==> src/rtl/mux4_rr_arbiter.sv <==
// Round-robin arbiter in front of a 4:1, 4-bit selector: one-hot grant with bounded tenure,
// registered select, and a registered data word that trails the grant by one cycle.
module mux4_rr_arbiter #(
  parameter int HOLD_CYCLES = 4
) (
  input  logic       CLK,
  input  logic       RSTn,
  input  logic [3:0] REQ,
  input  logic [3:0] D0,
  input  logic [3:0] D1,
  input  logic [3:0] D2,
  input  logic [3:0] D3,
  output logic [3:0] GNT,
  output logic       S0,
  output logic       S1,
  output logic [3:0] Dout,
  output logic       DVALID
);

  typedef enum logic {
    ST_IDLE  = 1'b0,
    ST_GRANT = 1'b1
  } state_t;

  localparam logic [3:0] CNT_MAX = 4'(HOLD_CYCLES - 1);

  state_t     state_q, state_d;
  logic [1:0] last_q, last_d;
  logic [1:0] sel_q, sel_d;
  logic [3:0] cnt_q, cnt_d;
  logic [3:0] gnt_q, gnt_d;
  logic [3:0] dout_q, dout_d;
  logic       dvalid_q, dvalid_d;

  logic [1:0] win;
  logic       win_vld;
  logic [3:0] d_sel;
  logic       hold_req;
  logic       release_now;

  // Scan from the farthest candidate back to the nearest so the first in
  // round-robin order (last+1 ... last) is the one left standing.
  always_comb begin
    win     = last_q;
    win_vld = 1'b0;
    for (int k = 4; k >= 1; k--) begin
      if (REQ[last_q + 2'(k)]) begin
        win     = last_q + 2'(k);
        win_vld = 1'b1;
      end
    end
  end

  always_comb begin
    case (sel_q)
      2'd0:    d_sel = D0;
      2'd1:    d_sel = D1;
      2'd2:    d_sel = D2;
      default: d_sel = D3;
    endcase
  end

  assign hold_req    = REQ[sel_q];
  assign release_now = !hold_req || (cnt_q == CNT_MAX);

  always_comb begin
    state_d  = state_q;
    last_d   = last_q;
    sel_d    = sel_q;
    cnt_d    = cnt_q;
    gnt_d    = gnt_q;
    dout_d   = dout_q;
    dvalid_d = 1'b0;

    // Capture uses the holder as it stands before this edge's re-arbitration.
    if (state_q == ST_GRANT && hold_req) begin
      dout_d   = d_sel;
      dvalid_d = 1'b1;
    end

    case (state_q)
      ST_IDLE: begin
        if (win_vld) begin
          state_d = ST_GRANT;
          gnt_d   = 4'b0001 << win;
          sel_d   = win;
          last_d  = win;
          cnt_d   = 4'd0;
        end
      end
      default: begin
        if (release_now) begin
          if (win_vld) begin
            gnt_d  = 4'b0001 << win;
            sel_d  = win;
            last_d = win;
            cnt_d  = 4'd0;
          end else begin
            state_d = ST_IDLE;
            gnt_d   = 4'b0000;
          end
        end else begin
          cnt_d = cnt_q + 4'd1;
        end
      end
    endcase
  end

  always_ff @(posedge CLK or negedge RSTn) begin
    if (!RSTn) begin
      state_q  <= ST_IDLE;
      last_q   <= 2'd3;
      sel_q    <= 2'd0;
      cnt_q    <= 4'd0;
      gnt_q    <= 4'b0000;
      dout_q   <= 4'b0000;
      dvalid_q <= 1'b0;
    end else begin
      state_q  <= state_d;
      last_q   <= last_d;
      sel_q    <= sel_d;
      cnt_q    <= cnt_d;
      gnt_q    <= gnt_d;
      dout_q   <= dout_d;
      dvalid_q <= dvalid_d;
    end
  end

  assign GNT    = gnt_q;
  assign S1     = sel_q[1];
  assign S0     = sel_q[0];
  assign Dout   = dout_q;
  assign DVALID = dvalid_q;

endmodule
==> config.mk <==
export PLATFORM = sky130hd
export DESIGN_NAME = mux4_rr_arbiter
export DESIGN_NICKNAME = d
export VERILOG_FILES = /design/src/rtl/mux4_rr_arbiter.sv
export SDC_FILE = /design/constraint.sdc
export NUM_CORES = 1
export LEC_CHECK = 0
export BUFFER_PORTS_ARGS = -buffer_cell sky130_fd_sc_hd__buf_4
export CAP_MARGIN = 20
export CORE_ASPECT_RATIO = 0.8
export CORE_UTILIZATION = 35
export DETAILED_ROUTE_END_ITERATION = 16
export HOLD_SLACK_MARGIN = 0.02
export PLACE_DENSITY_LB_ADDON = 0.15
export SLEW_MARGIN = 10
export SYNTH_ARGS = -nofsm -noshare
export SYNTH_HDL_FRONTEND = slang
export SYNTH_SLANG_ARGS = --single-unit
==> constraint.sdc <==
create_clock -name CLK -period 2.7 [get_ports CLK]
set_clock_uncertainty 0.15 [all_clocks]
set_input_delay 0.54 -clock CLK [delete_from_list [all_inputs] [get_ports CLK]]
set_output_delay 0.54 -clock CLK [all_outputs]
set_load 0.05 [all_outputs]
# After elaboration in Yosys (flattened, before gate mapping)
# Index checks and enable logic that the tools add are counted.
[totals]
ff_bits = 18
output_inout_bits = 11
[op_classes]
shift = 1
n_reduce_logical = 6
n_lt_le_gt_ge = 5
addsub = 4
n_eq_ne = 4
mux = 35
[op_table]
columns = ["operator", "count"]
rows = [
  ["$mux 4", 7],
  ["$mux 2", 9],
  ["$lt 2x3->1 const B", 5],
  ["$mux 1", 13],
  ["$pmux 4 s3", 1],
  ["$bmux 1 s2", 5],
  ["$add 2x2->2 const B", 2],
  ["$add 4x1->4 const B", 1],
  ["$eq 4x2->1 const B", 1],
  ["$shl 1x2->4 const A", 1],
  ["$add 2x1->2 const B", 1],
  ["$eq 2x1->1 const B", 1],
  ["$eq 2x2->1 const B", 1],
  ["$logic_not 2->1", 1],
  ["$ne 2x1->1 const B", 1],
  ["$reduce_and 2->1", 1],
  ["$reduce_bool 2->1", 1],
  ["$logic_and 1x1->1", 1],
  ["$logic_not 1->1", 1],
  ["$logic_or 1x1->1", 1],
]

# Longest topological paths before layout
# Gate-level depths: netlist of run 1.
[logic_depth]
depth_word = 10
ltp_mapped = 6
ltp_nobuf = 5

# Least setup slack after synthesis of run 1
# Ideal clock, no wire load.
[synth_timing]
path_type = "reg-to-reg"
from = "register sel_q[1]"
to = "register sel_q[0]"
t_required_ps = 2425
slack_ps = 597
stages_incl_launch_ff = 7
arrival_time_ps = 1828
n_path_buf = 1
cell_sequence = "dfrtp_1 > buf_6 > mux2i_1 > o22a_1 > inv_2 > a21oi_4 > mux2_2"
[synth_between]
elab_chain_len = 5
[synth_rtl]
columns = ["item", "line_no", "text"]
rows = [
  ["from (decl)", "29", "logic [1:0] sel_q, sel_d;"],
  ["from (signal assigned)", "121", "sel_q <= sel_d;"],
  ["$bmux 1 s2", "63", "assign hold_req = REQ[sel_q];"],
  ["$mux 1 (implied by the code)", "63", ""],
  ["$logic_not 1->1", "64", "assign release_now = !hold_req || (cnt_q == CNT_MAX);"],
  ["$logic_or 1x1->1", "64", ""],
  ["$ne 2x1->1 (no line)", "--", ""],
]
# Every way passes these cells. The select of a mux whose other input is x is not followed.
# A chain may end at the register's enable or synchronous reset.

# Worst setup path after layout of run 1
# Ends and elaborated chain as after synthesis.

==> reports/metrics.csv, run 1 <==
stage,metric,value,unit
status,status,"finished, final reports clean",
critical_path,worstPathArrival,2.30,ns
synthesis,ys.flop_type,dfrtp_1,
clocking,clk_latency,0.31,ns
run,max_cap_violations,0,
floorplan,core,2582,sq um
critical_path,end_kind,flop,
finish,area_growth,30.01,%
sta,post-route-period-util,83.53,%
sta,fin_setup_tns,0,ns
sta,max_slew_margin,70.62,%
placed_design,place_congestion,0.8511,
synthesis,syn_inst,92,
global_route,overflow,0,
clocking,numCtsBuffers,3,
pwr,power_density,1192,nW/um^2
floorplan,fp-row-count,16,
critical_path,criticalPathCategory,flop to flop,
drt,drc,0,
drt,vias,826,
global_route,grt_max_degree,19,
critical_path,cp-startpoint,sel_q[1],
pwr,p_leak,0.6254,nW
placed_design,hpwlAfterDp,1761,microns
floorplan,initial_core_util,38.91,%
clocking,cts_setup_buffers,0,
pwr,ir_worst_vdd,571.1,uV
critical_path,reg2reg_depth,5,
synthesis,syn_area,1005,sq um
synthesis,yosysTopAreaCellShare,39.85,%
global_route,grt_usage,16.59,%
floorplan,die-area,3090,sq um
synthesis,syn_nets,115,
sta,slew_viol_final,0,
floorplan,chipHeight,49.92,microns
sta,worst_slew_pin_slew,0.4374,ns
finish,drive_gt1_share,39.68,%
drt,drt-total-wl,2218,microns
drt,drtIter0Drc,20,
synthesis,ys_warn_count,0,
clocking,cts_tree,done,
synthesis,yosys.area.top_type,dfrtp_1,
synthesis,synth.avg_cell_area,10.92,sq um
clocking,clk_pin_slew,0.11,ns
critical_path,r2r_end,sel_q[0],
synthesis,ys_types,31,
sta,rsz0062_at_grt,no,
hold_path,hold_class,flop to flop,
synthesis,synth_seq_cells,18,
floorplan,dieWidth,61.90,microns
synthesis,synth.most_common_cell,dfrtp_1,
global_route,grt_util_met2,28.14,%
critical_path,required,2.75,ns
drt,dr.pass1.iters,4,
synthesis,seq_area_frac_synth,45.08,%
sta,setup_violations,0,
global_route,grt_pass1_vias,847,
global_route,grt_use_met1,19.50,%
finish,n_fill_cell,238,
clocking,cts_root_buf,clkbuf_4,
critical_path,r2r-start,sel_q[1],
placed_design,dp_slack,0.4177,ns
critical_path,crit_end,sel_q[0],
critical_path,cp-start-kind,flop,
global_route,grt_first_pass_wirelength,3663,microns
global_route,antenna_found_initial,0,
global_route,grt_busiest_layer,met2,
drt,post_drt_via_cell_ratio,5.099,
clocking,clkSinkCount,18,
floorplan,io_pins,33,
critical_path,critPathMaxFanout,11,
critical_path,r2r_setup_slack,0.44,ns
synthesis,synthArstFlopShare,100.0,%
sta,fin_crit,2.255,ns
synthesis,synth_area_leaders,"dfrtp_1 40%, mux4_2 9.0%, nand2_1 5.6%, dfstp_2 5.2%, mux2i_1 5.0%",
clocking,clk_path_buf_depth,2,
finish,nets,150,
finish,diodes,0,
synthesis,synth_common_cells,"16 x dfrtp_1, 15 x nand2_1, 7 x inv_1",
synthesis,synth_edf_count,0,
placed_design,portBuffers,32,
sta,fmax,443.4,MHz
drt,wl_per_cell,13.69,microns
clocking,htree_levels,1,
pwr,power,1.557,mW
sta,hold_viol,0,
drt,antenna_left,0,
global_route,use_met3,5.774,%
sta,setup_slack,0.4447,ns
-- how the worst min path moves through the flow --
stage,start,to,cells after the start
after floorplan,RSTn,DVALID,0
after global placement,RSTn,Dout[1],1
after detailed placement,RSTn,DVALID,1
after CTS,Dout[0],Dout[0],2
after global routing,Dout[2],Dout[2],2
final,Dout[0],Dout[0],2
-- report_power, final --
group	leakage (nW)	switching (mW)	internal, mW
Combinational	0.384	0.539	0.351
Sequential	0.221	0.110	0.387
Clock	0.0210	0.0874	0.0824
-- cell families after synthesis --
logic type | count (synthesis) | synth area share [%]
AO/OA/AOI/OAI | 20 | 15.32
adder cells (fa/ha/maj) | 1 | 1.245
buffers and inverters | 11 | 5.978
flip-flops | 18 | 45.08
multiplexers | 11 | 16.19
AND/OR/NAND/NOR | 31 | 16.19
-- metal layers --
| layer | up-vias | routed length [microns] |
|---|---|---|
| met3 | 3 | 198 |
| met2 | 31 | 984 |
| met1 | 394 | 1010 |
| met5 | - | 0 |
| li1 | 398 | - |
| met4 | 0 | 25 |
-- placed cells by master (no fill, tap or decap) --
cell type      Yosys  final
o22a_1             1      1
or2_2              2      2
dlygate4sd3_1      0      1
o21ai_0            6      6
nand3_1            2      2
mux4_2             4      4
mux2_2             2      2
nor2_1             3      3
nor4_4             1      1
ha_1               1      1
inv_2              1      1
nand2b_1           3      3
mux2i_1            5      5
or2b_1             1      1
a21oi_2            1      1
a21oi_1            2      2
dfrtp_1           16     16
clkbuf_8           0      1
a211o_1            1      1
nor2b_1            1      1
and3_1             1      1
inv_1              7      7
o32ai_1            2      2
clkbuf_4           0      3
dfstp_2            2      2
or3_1              1      1
o22ai_1            1      1
nand2_1           15     15
o31ai_1            1      1
a21oi_4            1      1
a32o_1             4      4
and2_0             1      1
buf_4              1     32
-- worst max-delay path: stages (launching register included) --
cell and delay (ns):
dfrtp_1 0.56, mux2i_1 0.23, o22a_1 0.37, inv_2 0.18, a21oi_4 0.29, mux2_2 0.36
-- stage by stage --
| stage | hold WS [ns] | instance area (sq um) | std cells | util [%] |
|---|---|---|---|---|
| floorplan | 0.09441 | 1005 | 92 | - |
| global placement | 0.2707 | 1260 | 157 | 48.79 |
| detailed placement | 0.2742 | 1260 | 157 | 48.79 |
| CTS | 0.3346 | 1306 | 162 | 50.58 |
| global route | 0.3695 | 1306 | 162 | 50.58 |
| finish | 0.3292 | 1306 | 162 | 50.58 |
-- area by class of cell --
cell class                 instances  area, sq um  area share, %
clock buffer                       4        36.28          2.778
inverter                           8        30.03          2.299
multi-input combinational         63        491.7          37.64
sequential                        18        452.9          34.67
tap                               36        45.04          3.448
timing repair buffer              33        250.2          19.16
-- flip-flops by register name, summed over array words and instances (netlist names) --
signal and flops:
Dout 4, GNT 4, cnt_q 4, last_q 2
sel_q 2, DVALID 1, state_q 1
-- repair_timing --
action	4_1_cts	5_1_grt
gates resized for setup	0	0
hold buffers	1	0
hold endpoints to repair	16	0
Power figures use the tool's default switching activity.
==> run 2, diff against run 1 <==
--- a/config.mk
+++ b/config.mk
@@ -5,6 +5,7 @@
 export SDC_FILE = /design/constraint.sdc
 export NUM_CORES = 1
 export LEC_CHECK = 0
+export ABC_AREA = 1
 export BUFFER_PORTS_ARGS = -buffer_cell sky130_fd_sc_hd__buf_4
 export CAP_MARGIN = 20
 export CORE_ASPECT_RATIO = 0.8
==> constraint.sdc (replaced) <==
create_clock -name CLK -period 1.9 [get_ports CLK]
set_clock_uncertainty 0.15 [all_clocks]
set_input_delay 0.38 -clock CLK [delete_from_list [all_inputs] [get_ports CLK]]
set_output_delay 0.38 -clock CLK [all_outputs]
set_load 0.05 [all_outputs]
==> reports/metrics.csv, run 2 <==
stage,metric,value,unit
run,max_cap_violations,0,
floorplan,dieWidth,67.87,microns
status,status,"finished, final reports clean",
drt,vias,1194,
synthesis,synth_top_family_by_area,simple AND/OR/NAND/NOR gates,
finish,nets,228,
sta,fin_setup_tns,0,ns
clocking,numCtsBuffers,3,
critical_path,r2r_end,GNT[2],
synthesis,synth.most_common_cell,nand2_1,
clocking,hold_buffers,1,
clocking,htree_levels,1,
drt,antenna_left,0,
finish,drive_gt1_share,31.37,%
drt,drc,0,
floorplan,initial_core_util,37.99,%
synthesis,syn_nets,191,
synthesis,yosysTopAreaCellShare,32.96,%
drt,post_drt_via_cell_ratio,4.893,
finish,final_util,48.44,%
floorplan,io_pins,33,
global_route,grt_max_degree,19,
sta,worst_hold_slack,0.2781,ns
critical_path,worstPathArrival,1.69,ns
synthesis,ys.flop_type,dfrtp_1,
synthesis,syn_inst,168,
sta,post-route-period-util,89.02,%
synthesis,synth.area.mux_share,0,%
synthesis,synth.avg_cell_area,7.232,sq um
global_route,grt_first_pass_wirelength,4809,microns
critical_path,r2r-start,last_q[0],
floorplan,fp-row-count,18,
critical_path,cp-start-kind,flop,
pwr,p_leak,0.8330,nW
sta,max_slew_margin,79.37,%
floorplan,core,3198,sq um
global_route,grt_usage,17.52,%
synthesis,synth_seq_cells,18,
global_route,antenna_found_initial,0,
floorplan,die-area,3712,sq um
finish,finalInstanceArea,1549,sq um
synthesis,synth-xor-area-share,1.442,%
clocking,cts_root_buf,clkbuf_8,
sta,fin_crit,1.691,ns
hold_path,hold_depth,3,
pwr,ir_worst_vdd,892.8,uV
critical_path,reg2reg_depth,10,
sta,rsz0062_at_grt,no,
hold_path,hold_class,input port to flop,
synthesis,ys_warn_count,0,
clocking,cts-resized-gates,0,
drt,dr.pass1.iters,4,
placed_design,hpwlAfterDp,2179,microns
sta,slew_viol_final,0,
global_route,grt_pass1_vias,1129,
hold_path,hold_end,Dout[1],
synthesis,synthArstFlopShare,100.0,%
sta,setup_violations,0,
critical_path,required,1.90,ns
synthesis,synth_common_cells,"63 x nand2_1, 24 x nand3_1, 16 x dfrtp_1",
pwr,power,2.748,mW
sta,fmax,591.2,MHz
critical_path,critPathMaxFanout,7,
finish,area_growth,27.50,%
pwr,power_density,1774,nW/um^2
drt,drtIter0Drc,53,
synthesis,synth-simple-area-share,44.18,%
sta,hold_viol,0,
clocking,clk_path_buf_depth,2,
finish,diodes,0,
finish,layout_common_cells,"63 x nand2_1, 34 x buf_4, 24 x nand3_1, 16 x dfrtp_1, 13 x inv_1",
finish,final_common_cell,nand2_1,
synthesis,synth-compound-area-share,7.621,%
floorplan,chipHeight,54.70,microns
critical_path,r2r_setup_slack,0.21,ns
placed_design,placedInstanceArea,1484,sq um
synthesis,ys_types,23,
clocking,clk_latency,0.25,ns
synthesis,yosys.area.top_type,dfrtp_1,
clocking,cts_tree,done,
clocking,clk_pin_slew,0.07,ns
drt,wl_per_cell,11.26,microns
critical_path,criticalPathCategory,flop to flop,
synthesis,syn_area,1215,sq um
critical_path,end_kind,flop,
global_route,overflow,0,
hold_path,min-delay-start,D3[1],
synthesis,synth_fa_ha_area_share,1.030,%
clocking,cts_setup_buffers,0,
sta,worst_slew_pin_slew,0.3094,ns
clocking,clkSinkCount,18,
placed_design,place_congestion,0.9240,
finish,n_fill_cell,323,
synthesis,seq_area_frac_synth,37.28,%
placed_design,portBuffers,32,
drt,drt-total-wl,2748,microns
synthesis,synth_edf_count,0,
synthesis,synth_area_leaders,"dfrtp_1 33%, nand2_1 19%, nand3_1 9.9%, nand2_2 6.2%, dfstp_2 4.3%",
## run 2: cell types whose count changed after synthesis, sizes merged, moves of 3 or more
cell / delta
mux4: -4
nand2: +63
nand3: +25
mux2i: -5
inv: +9
nand2b: -3
o21ai: +4
nand4: +3
a32o: -4
## run 2: how the worst max path moves through the flow
stage | from | to | slack (ns) | cells after the start
floorplan | sel_q[0] | sel_q[1] | 0.14 | 10
global placement | last_q[0] | GNT[1] | 0.25 | 9
detailed placement | last_q[0] | GNT[3] | 0.22 | 10
CTS | last_q[0] | GNT[3] | 0.21 | 10
global route | last_q[0] | GNT[2] | 0.06 | 10
finish | last_q[0] | GNT[2] | 0.21 | 10
## run 2: metrics by stage
| step | instances | worst slack, ns |
|---|---|---|
| floorplan | 168 | 0.1432 |
| global placement | 239 | 0.2511 |
| detailed placement | 239 | 0.2180 |
| CTS | 244 | 0.2080 |
| global route | 244 | 0.06306 |
| finish | 244 | 0.2086 |
## run 2: final cells by class
class | instances | area [sq um] | area share (%)
multi-input cells | 130 | 659.4 | 42.57
flip-flops and latches | 18 | 452.9 | 29.24
repair buffers | 35 | 265.3 | 17.12
inverters | 17 | 66.31 | 4.281
clock buffers | 4 | 55.05 | 3.554
well taps | 40 | 50.05 | 3.231
## run 2: power by group
group	internal, mW	leakage [nW]	switching, mW	total (mW)
Clock	0.184	0.0288	0.135	0.320
Combinational	0.562	0.580	1.18	1.74
Sequential	0.547	0.224	0.139	0.686
Total	1.29	0.833	1.45	2.75
## run 2: per-layer routing
metal  track usage, %  wire, microns
met1            23.63           1428
met2            28.22           1164
met3            4.792            155
met5                0              0
met4            3.125              0
## run 2: worst max-delay path, cell delays in order (launching register included)
cell	delay [ns]
dfstp_2	0.61
buf_4	0.17
nand2_1	0.06
nand2_1	0.10
nand2_1	0.10
nand2_4	0.09
nand2_2	0.06
nand3_1	0.06
nand2_1	0.07
nand3_1	0.07
nand2_1	0.05
## run 2: logic make-up after synthesis
logic type,count (synthesis)
AO/OA/AOI/OAI,15
XOR/XNOR,2
adder cells (fa/ha/maj),1
buffers and inverters,20
flip-flops,18
AND/OR/NAND/NOR,112
==> run 3, diff against run 2 <==
--- a/config.mk
+++ b/config.mk
@@ -8,8 +8,10 @@
 export ABC_AREA = 1
 export BUFFER_PORTS_ARGS = -buffer_cell sky130_fd_sc_hd__buf_4
 export CAP_MARGIN = 20
+export CELL_PAD_IN_SITES_DETAIL_PLACEMENT = 1
+export CELL_PAD_IN_SITES_GLOBAL_PLACEMENT = 1
 export CORE_ASPECT_RATIO = 0.8
-export CORE_UTILIZATION = 35
+export CORE_UTILIZATION = 33
 export DETAILED_ROUTE_END_ITERATION = 16
 export HOLD_SLACK_MARGIN = 0.02
 export PLACE_DENSITY_LB_ADDON = 0.15
==> reports/metrics.csv, run 3 (same netlist as run 2, synthesis figures left out) <==
stage,metric,value,unit
status,status,"finished, final reports clean",
global_route,grt_max_degree,19,
critical_path,criticalPathCategory,flop to flop,
critical_path,cp-start-kind,flop,
global_route,overflow,0,
run,max_cap_violations,0,
placed_design,portBuffers,32,
sta,post-route-period-util,89.64,%
floorplan,core,3471,sq um
clocking,cts_root_buf,clkbuf_8,
floorplan,dieWidth,69.84,microns
clocking,clk_latency,0.25,ns
clocking,clk_pin_slew,0.06,ns
drt,dr.pass1.iters,4,
drt,wl_per_cell,12.83,microns
drt,post_drt_via_cell_ratio,4.850,
critical_path,required,1.93,ns
floorplan,fp-row-count,19,
pwr,ir_worst_vdd,825.9,uV
finish,layout_common_cells,"63 x nand2_1, 35 x buf_4, 24 x nand3_1, 16 x dfrtp_1, 13 x inv_1",
global_route,grt_first_pass_wirelength,5589,microns
sta,worst_slew_pin_slew,0.3106,ns
clocking,cts_tree,done,
floorplan,io_pins,33,
clocking,htree_levels,1,
sta,fin_setup_tns,0,ns
clocking,cts-resized-gates,0,
pwr,power_density,1780,nW/um^2
placed_design,place_congestion,0.8164,
pwr,p_leak,0.8320,nW
sta,setup_violations,0,
critical_path,critPathMaxFanout,13,
finish,final_common_cell,nand2_1,
pwr,power_frac_seq,25.2,%
sta,hold_viol,0,
floorplan,chipHeight,56.27,microns
drt,antenna_left,0,
sta,fmax,587.1,MHz
pwr,power_frac_comb,65.0,%
drt,drt-total-wl,3170,microns
drt,vias,1198,
finish,n_fill_cell,445,
clocking,clkSinkCount,18,
global_route,grt_pass1_vias,1258,
global_route,antenna_found_initial,0,
finish,nets,229,
sta,fin_crit,1.703,ns
finish,drive_gt1_share,31.22,%
drt,drc,0,
clocking,clk_path_buf_depth,2,
critical_path,worstPathArrival,1.73,ns
hold_path,hold_class,input port to flop,
critical_path,end_kind,flop,
pwr,power.clock.fraction,9.8,%
global_route,grt_usage,18.01,%
floorplan,initial_core_util,35.00,%
sta,slew_viol_final,0,
finish,area_growth,27.50,%
pwr,power,2.757,mW
sta,max_slew_margin,79.29,%
sta,rsz0062_at_grt,no,
finish,diodes,0,
pwr,p_switching,1.488,mW
sta,worst_hold_slack,0.2737,ns
floorplan,die-area,3930,sq um
drt,drtIter0Drc,16,
finish,final_util,44.63,%
clocking,numCtsBuffers,3,
pwr,intPower,1.270,mW
pwr,p_sw_share,53.95,%
placed_design,hpwlAfterDp,2609,microns
run 3: cell types whose count changed in the layout (fill, tap and decap cells not counted), sizes merged:
cell / delta
buf: +1
run 3: timing repair:
item	4_1_cts	5_1_grt
hold buffers	1	0
endpoints found under the setup margin	0	6
hold endpoints to repair	16	0
buffers inserted	0	2
run 3: power by group through the flow:
stage                     clock, mW  sequential (mW)  combinational [mW]
final                         0.270            0.696                1.79
after detailed placement          0            0.720                1.77
after global placement            0            0.705                1.72
after floorplan                   0            0.973                1.10
after global routing          0.292            0.719                2.00
after CTS                     0.279            0.718                1.77
run 3: cell type report:
type                            count  area [sq um]  share of cell area, %
Multi-Input combinational cell    130         659.4                  42.57
Sequential cell                    18         452.9                  29.24
Timing Repair Buffer               36         272.8                  17.61
Inverter                           17         66.31                  4.281
Tap cell                           42         52.55                  3.393
Clock buffer                        4         45.04                  2.908
run 3: through the flow:
step	setup slack (ns)	instances	instance area (sq um)
after CTS	0.04235	245	1534
after global placement	0.1583	240	1479
after detailed placement	0.06109	240	1479
after global routing	0.05670	247	1549
final	0.1968	247	1549
after floorplan	0.1432	168	1215
run 3: path summary, 6_finish.rpt:
check / startpoint / to / slack [ns] / depth (start not counted)
max in group asynchronous: RSTn / last_q[1] / 0.96 / 2
worst max register to register: last_q[0] / last_q[0] / 0.20 / 10
worst min register to register: Dout[0] / Dout[0] / 0.35 / 2
min in group asynchronous: RSTn / cnt_q[1] / 0.38 / 2
worst min-delay path: D3[2] / Dout[2] / 0.27 / 3
worst max-delay path: last_q[0] / last_q[0] / 0.20 / 10
run 3: worst max-delay path, cell delays in order (launching register included):
cell     delay (ns)
dfstp_2        0.60
inv_2          0.14
nand2_1        0.09
nand2_1        0.09
nand2_1        0.13
nand2_4        0.07
nand2_2        0.07
nand3_2        0.06
nand2_2        0.09
nand2_2        0.06
o21ai_1        0.08
run 3: per-layer routing:
metal / track usage (%) / wire [microns] / part of all wire, % / vias up
met2: 30.22 / 1479 / 47 / 31
met3: 4.129 / 147 / 4.6 / 2
met5: 0 / 0 / 0 / -
met4: 3.429 / 16 / 0.50 / 0
met1: 23.95 / 1527 / 48 / 554
li1: - / - / - / 611
